--- config.mk ---
export PLATFORM = sky130hd
export DESIGN_NAME = serial_subtractor_flat
export DESIGN_NICKNAME = d
export VERILOG_FILES = /design/src/rtl/subtractor_pkg.sv /design/src/rtl/serial_subtractor_if.sv /design/src/rtl/full_subtractor.sv /design/src/rtl/serial_subtractor.sv /design/src/flat_wrapper.sv
export SDC_FILE = /design/constraint.sdc
export NUM_CORES = 1
export LEC_CHECK = 0
export CORE_ASPECT_RATIO = 0.8
export CORE_MARGIN = 5
export CORE_UTILIZATION = 50
export CTS_BUF_LIST = sky130_fd_sc_hd__clkbuf_4
export DETAILED_ROUTE_END_ITERATION = 6
export GPL_ROUTABILITY_DRIVEN = 0
export PLACE_DENSITY = 0.78
export SETUP_SLACK_MARGIN = 0.4
export SYNTH_ARGS = -nofsm -noshare
export SYNTH_HDL_FRONTEND = slang
export SYNTH_SLANG_ARGS = --single-unit
--- constraint.sdc ---
create_clock -name clk -period 1.58 [get_ports clk]
set_input_delay 0.237 -clock clk [delete_from_list [all_inputs] [get_ports clk]]
set_output_delay 0.237 -clock clk [all_outputs]
set_load 0.01 [all_outputs]
--- src/rtl/subtractor_pkg.sv ---
`default_nettype none
// ============================================================================
// Module : subtractor_pkg
// Brief  : Shared state encoding and default width for the serial subtractor.
// Rev    : 1.0
// ============================================================================
package subtractor_pkg;

  localparam int DEF_WIDTH = 8;

  localparam logic [1:0] ST_IDLE = 2'd0;
  localparam logic [1:0] ST_RUN  = 2'd1;
  localparam logic [1:0] ST_DONE = 2'd2;

  typedef enum logic [1:0] {
    S_IDLE = ST_IDLE,
    S_RUN  = ST_RUN,
    S_DONE = ST_DONE
  } state_e;

endpackage
`default_nettype wire

--- src/rtl/serial_subtractor_if.sv ---
`default_nettype none
// ============================================================================
// Module : serial_subtractor_if
// Brief  : start/busy/done handshake plus operand and result bus.
// Rev    : 1.0
// ============================================================================
interface serial_subtractor_if
  import subtractor_pkg::*;
#(
  parameter int WIDTH = DEF_WIDTH
);
  logic             start;
  logic [WIDTH-1:0] a;
  logic [WIDTH-1:0] b;
  logic             busy;
  logic             done;
  logic [WIDTH-1:0] diff;
  logic             borrow_out;
  logic             overflow;

  modport master (
    output start, a, b,
    input  busy, done, diff, borrow_out, overflow
  );

  modport slave (
    input  start, a, b,
    output busy, done, diff, borrow_out, overflow
  );
endinterface
`default_nettype wire

--- src/rtl/full_subtractor.sv ---
`default_nettype none
// ============================================================================
// Module : full_subtractor
// Brief  : One-bit combinational full subtractor cell (a - b - bin).
// Rev    : 1.0
// ============================================================================
module full_subtractor (
  input  wire logic a,
  input  wire logic b,
  input  wire logic bin,
  output logic      diff,
  output logic      bout
);

  assign diff = a ^ b ^ bin;
  assign bout = (~a & b) | (~(a ^ b) & bin);

endmodule
`default_nettype wire

--- src/rtl/serial_subtractor.sv ---
`default_nettype none
// ============================================================================
// Module : serial_subtractor
// Brief  : Bit-serial a - b, LSB first, one bit per clock via a single cell.
// Rev    : 1.0
// ============================================================================
module serial_subtractor
  import subtractor_pkg::*;
#(
  parameter int WIDTH = DEF_WIDTH
) (
  input  wire logic          clk,
  input  wire logic          rst_n,
  serial_subtractor_if.slave bus
);

  localparam int                 CNT_W    = (WIDTH > 1) ? $clog2(WIDTH) : 1;
  localparam int                 MSB      = WIDTH - 1;
  localparam logic [CNT_W-1:0]   CNT_LAST = CNT_W'(WIDTH - 1);

  state_e             state_q, state_d;
  logic [WIDTH-1:0]   a_sh_q, a_sh_d;
  logic [WIDTH-1:0]   b_sh_q, b_sh_d;
  logic [WIDTH-1:0]   d_sh_q, d_sh_d;
  logic               bw_q, bw_d;
  logic [CNT_W-1:0]   cnt_q, cnt_d;
  logic               sa_q, sa_d;
  logic               sb_q, sb_d;
  logic [WIDTH-1:0]   diff_q, diff_d;
  logic               borrow_out_q, borrow_out_d;
  logic               overflow_q, overflow_d;

  logic               fs_diff;
  logic               fs_bout;

  full_subtractor u_cell (
    .a    (a_sh_q[0]),
    .b    (b_sh_q[0]),
    .bin  (bw_q),
    .diff (fs_diff),
    .bout (fs_bout)
  );

  always_comb begin
    state_d      = state_q;
    a_sh_d       = a_sh_q;
    b_sh_d       = b_sh_q;
    d_sh_d       = d_sh_q;
    bw_d         = bw_q;
    cnt_d        = cnt_q;
    sa_d         = sa_q;
    sb_d         = sb_q;
    diff_d       = diff_q;
    borrow_out_d = borrow_out_q;
    overflow_d   = overflow_q;

    case (state_q)
      S_IDLE: begin
        if (bus.start) begin
          a_sh_d  = bus.a;
          b_sh_d  = bus.b;
          bw_d    = 1'b0;
          cnt_d   = '0;
          sa_d    = bus.a[MSB];
          sb_d    = bus.b[MSB];
          state_d = S_RUN;
        end
      end
      S_RUN: begin
        a_sh_d = a_sh_q >> 1;
        b_sh_d = b_sh_q >> 1;
        d_sh_d = {fs_diff, d_sh_q[MSB:1]};
        bw_d   = fs_bout;
        cnt_d  = cnt_q + CNT_W'(1);
        // The last cell output is the result MSB, so publish directly from it.
        if (cnt_q == CNT_LAST) begin
          diff_d       = {fs_diff, d_sh_q[MSB:1]};
          borrow_out_d = fs_bout;
          overflow_d   = (sa_q ^ sb_q) & (fs_diff ^ sa_q);
          state_d      = S_DONE;
        end
      end
      S_DONE: state_d = S_IDLE;
      default: state_d = S_IDLE;
    endcase
  end

  always_ff @(posedge clk or negedge rst_n) begin
    if (!rst_n) begin
      state_q      <= S_IDLE;
      a_sh_q       <= '0;
      b_sh_q       <= '0;
      d_sh_q       <= '0;
      bw_q         <= 1'b0;
      cnt_q        <= '0;
      sa_q         <= 1'b0;
      sb_q         <= 1'b0;
      diff_q       <= '0;
      borrow_out_q <= 1'b0;
      overflow_q   <= 1'b0;
    end else begin
      state_q      <= state_d;
      a_sh_q       <= a_sh_d;
      b_sh_q       <= b_sh_d;
      d_sh_q       <= d_sh_d;
      bw_q         <= bw_d;
      cnt_q        <= cnt_d;
      sa_q         <= sa_d;
      sb_q         <= sb_d;
      diff_q       <= diff_d;
      borrow_out_q <= borrow_out_d;
      overflow_q   <= overflow_d;
    end
  end

  assign bus.busy       = (state_q == S_RUN) || (state_q == S_DONE);
  assign bus.done       = (state_q == S_DONE);
  assign bus.diff       = diff_q;
  assign bus.borrow_out = borrow_out_q;
  assign bus.overflow   = overflow_q;

endmodule
`default_nettype wire

--- src/flat_wrapper.sv ---
// flat-port wrapper written by rule: the top's interface ports become plain ports
module serial_subtractor_flat import subtractor_pkg::*;
#(
  parameter int WIDTH = DEF_WIDTH
)
  (clk, rst_n, bus_start, bus_a, bus_b, bus_busy, bus_done, bus_diff, bus_borrow_out, bus_overflow);
  serial_subtractor_if #(.WIDTH(WIDTH)) bus_i ();
  input  wire logic clk;
  input  wire logic rst_n;
  input wire logic [$bits(bus_i.start)-1:0] bus_start;
  input wire logic [$bits(bus_i.a)-1:0] bus_a;
  input wire logic [$bits(bus_i.b)-1:0] bus_b;
  output wire logic [$bits(bus_i.busy)-1:0] bus_busy;
  output wire logic [$bits(bus_i.done)-1:0] bus_done;
  output wire logic [$bits(bus_i.diff)-1:0] bus_diff;
  output wire logic [$bits(bus_i.borrow_out)-1:0] bus_borrow_out;
  output wire logic [$bits(bus_i.overflow)-1:0] bus_overflow;
  assign bus_i.start = bus_start;
  assign bus_i.a = bus_a;
  assign bus_i.b = bus_b;
  assign bus_busy = bus_i.busy;
  assign bus_done = bus_i.done;
  assign bus_diff = bus_i.diff;
  assign bus_borrow_out = bus_i.borrow_out;
  assign bus_overflow = bus_i.overflow;
  serial_subtractor #(.WIDTH(WIDTH)) u_core (.clk(clk), .rst_n(rst_n), .bus(bus_i));
endmodule
==> flow_summary.toml <==
[status]
status = "complete, no violations"

[placement]
placed_cells_incl_taps = 254
dp_hpwl_um = 2919
io_buffers = 30

[synthesis]
syn_inst = 170
synth_area_leader_cell = "dfrtp_1"
ys_seq_elements = 41
synth_area_sq_mm = 0.001956
yosysSeqAreaShare = 0.5246
ys_top_cells_by_area = "dfrtp_1 (52%), mux2_2 (10%), a221o_1 (6.7%), nand2b_1 (4.5%), a21oi_1 (4.1%)"
synth_area_per_cell_sq_um = 11.50
syn-num-nets = 196
yosysTopAreaCellShare = 0.5246
yosys_warnings = 0
yosysUniqueCellTypes = 25

[global_route]
grt_overflow_total = 0
grt_pass1_vias = 1609
grt_use_total = 0.1891
grt_max_degree = 22
grt_pass1_wl_um = 7659
grt_antenna_before_repair = 0

[floorplan]
rows = 20
die_w_um = 79.92
coreArea_sq_mm = 0.003779
die_h_um = 65.94
initial_utilization = 0.5175
io_pins = 31
die_area_sq_mm = 0.005270

[timing]
fin_setup_tns_ps = 0
fmax_mhz = 669.5
maxSlewViolCount = 0
rsz0062_at_grt = "true"
hold_violations = 0
min_period_ps = 1494
setup_viol = 0
fin_skew_ps = 18.55
tightest_slew_ps = 537.3
maxSlewHeadroom = 0.6418
period_share = 0.9453

[final_layout]
stdcell_count = 277
multi_input_area_sq_mm = 0.001060
regArea_sq_mm = 0.001027
nNetsFinal = 247
diodes = 0
drive_above_1_share = 0.4685
post-route-util = 0.7305
nFillCells = 227
area_growth_pct = 41.14

[route]
drt-vias-per-instance = 5.614
routedWlPerCell_um = 17.20
drt_wl_total_um = 4765
dr.pass1.iters = 4
initialDrtViolationCount = 99
drc_errors = 0
ant_nets = 0
vias = 1555

[clock_network]
htreeDepth = 2
clock_path_buffers = 2
clockRootBuffer = "clkbuf_4"
cts_tree = "yes"
clk_pin_slew_ps = 140
clock_sinks = 41
clk_latency_ps = 360
cts_buffers = 5

[setup_path]
path_class = "flip-flop to flip-flop"
cp.arrival_ps = 1740
crit_fanout = 15
required_ps = 1830
r2r-start = "u_core.state_q[0]$_DFFE_PN0P_"
critPathLaunch = "u_core.state_q[0]$_DFFE_PN0P_"
startpoint_type = "flip-flop"
end_kind = "flip-flop"

[job]
max_cap_violations = 0

[pwr]
p_per_area_mw_per_mm2 = 2017
power_leakage_uw = 0.001259
peakVddDrop_mv = 1.029
power_uw = 5567

[hold_path]
hold_class = "input port to asynchronous set/reset pin"
placed cells by master (no fill, tap or decap), types with 3 or more instances in the layout:
master / count
a21oi_1: 6
a21oi_2: 10
a221o_1: 13
buf_2: 12
buf_4: 12
buf_6: 12
clkbuf_4: 5
clkdlybuf4s50_1: 17
dfrtp_1: 40
inv_2: 4
mux2_2: 15
mux2_4: 3
nand2_1: 7
nand2b_1: 4
nand2b_4: 11
nand3_1: 13
o21ai_1: 5
report_power, final:
group          internal [uW]  total, uW  switching [uW]
clock                    336        715             378
combinational           1690       2990            1300
sequential              1490       1860             369
critical path, cell delays in order (launching register included):
cell and delay, ps:
dfrtp_1 430, buf_6 130, ha_4 170, buf_4 120
buf_6 180, a21oi_1 80, a221o_1 260
cells by family (layout without fill, tap and decap cells):
family | count (synthesis) | in the layout | share of synthesized area
adders and majority gates | 7 | 7 | 0.04862
AOI/OAI and AO/OA | 39 | 39 | 0.1395
buffers and inverters | 19 | 70 | 0.05181
muxes | 19 | 19 | 0.1088
DFF | 41 | 41 | 0.5246
and+or+nand+nor | 45 | 46 | 0.1267
cell type report:
class	count	share of cell area
multi-input cells	111	0.3840
flip-flops and latches	41	0.3722
repair buffers	56	0.1813
well taps	55	0.02493
clock inverters	3	0.01587
clock buffers	5	0.01360
inverters	6	0.008160
metal layers:
layer	global-route usage	routed length [um]	vias up
met5	0	0	-
met3	0.03815	241	10
met1	0.2450	2028	776
li1	-	-	711
met4	0.06329	108	0
met2	0.3171	2387	58
Yosys cell counts:
cell type and instances:
a21oi_1 16, a221o_1 13, a221oi_1 1, a22o_1 2, a31oi_1 1, and2_4 1
buf_2 5, buf_6 3, clkbuf_1 4, clkbuf_2 1, dfrtp_1 41, fa_1 1
ha_1 6, inv_1 6, mux2_2 18, mux2i_1 1, nand2_1 9, nand2b_1 14
nand2b_4 1, nand3_1 13, nor2_1 2, nor2b_1 3, nor3_1 1, nor3b_1 1
o21ai_0 6
state kept, by name, indices dropped and copies added (netlist names):
register               count
u_core.state_q             2
u_core.d_sh_q              7
u_core.bus.borrow_out      1
u_core.sb_q                1
u_core.cnt_q               3
u_core.bw_q                1
u_core.a_sh_q              8
u_core.bus.overflow        1
u_core.b_sh_q              8
u_core.sa_q                1
u_core.bus.diff            8
final timing paths:
check / end / slack [ps] / cells past startpoint
setup reg to reg: u_core.b_sh_q[4]$_DFFE_PN0P_ / 90 / 6
max in group asynchronous: u_core.cnt_q[2]$_DFFE_PN0P_ / 700 / 3
min in group clk: u_core.a_sh_q[7]$_DFFE_PN0P_ / 490 / 3
hold / removal: u_core.state_q[0]$_DFFE_PN0P_ / 380 / 2
hold reg to reg: u_core.cnt_q[0]$_DFFE_PN0P_ / 510 / 1
setup / recovery: u_core.b_sh_q[4]$_DFFE_PN0P_ / 90 / 6
through the flow:
stage / instance area [sq um] / setup WS, ps / hold slack, ps
2_1_floorplan: 2024 / 113.1 / -58.59
4_1_cts: 2579 / 88.43 / 386.4
3_5_place_dp: 2384 / 36.71 / 240.0
6_report: 2760 / 86.41 / 376.2
5_1_grt: 2760 / 23.37 / 419.5
3_3_place_gp: 2384 / 53.13 / 225.1
what timing repair did:
item / 4_1_cts / 5_1_grt
buffers inserted: 8 / 4
pin swaps: 14 / 17
gates cloned: 2 / 0
gates resized for setup: 75 / 29
hold buffers: 1 / 0
hold endpoints to repair: 20 / 0
endpoints found under the setup margin: 53 / 48
No activity file was read; power rests on OpenSTA's default activity.
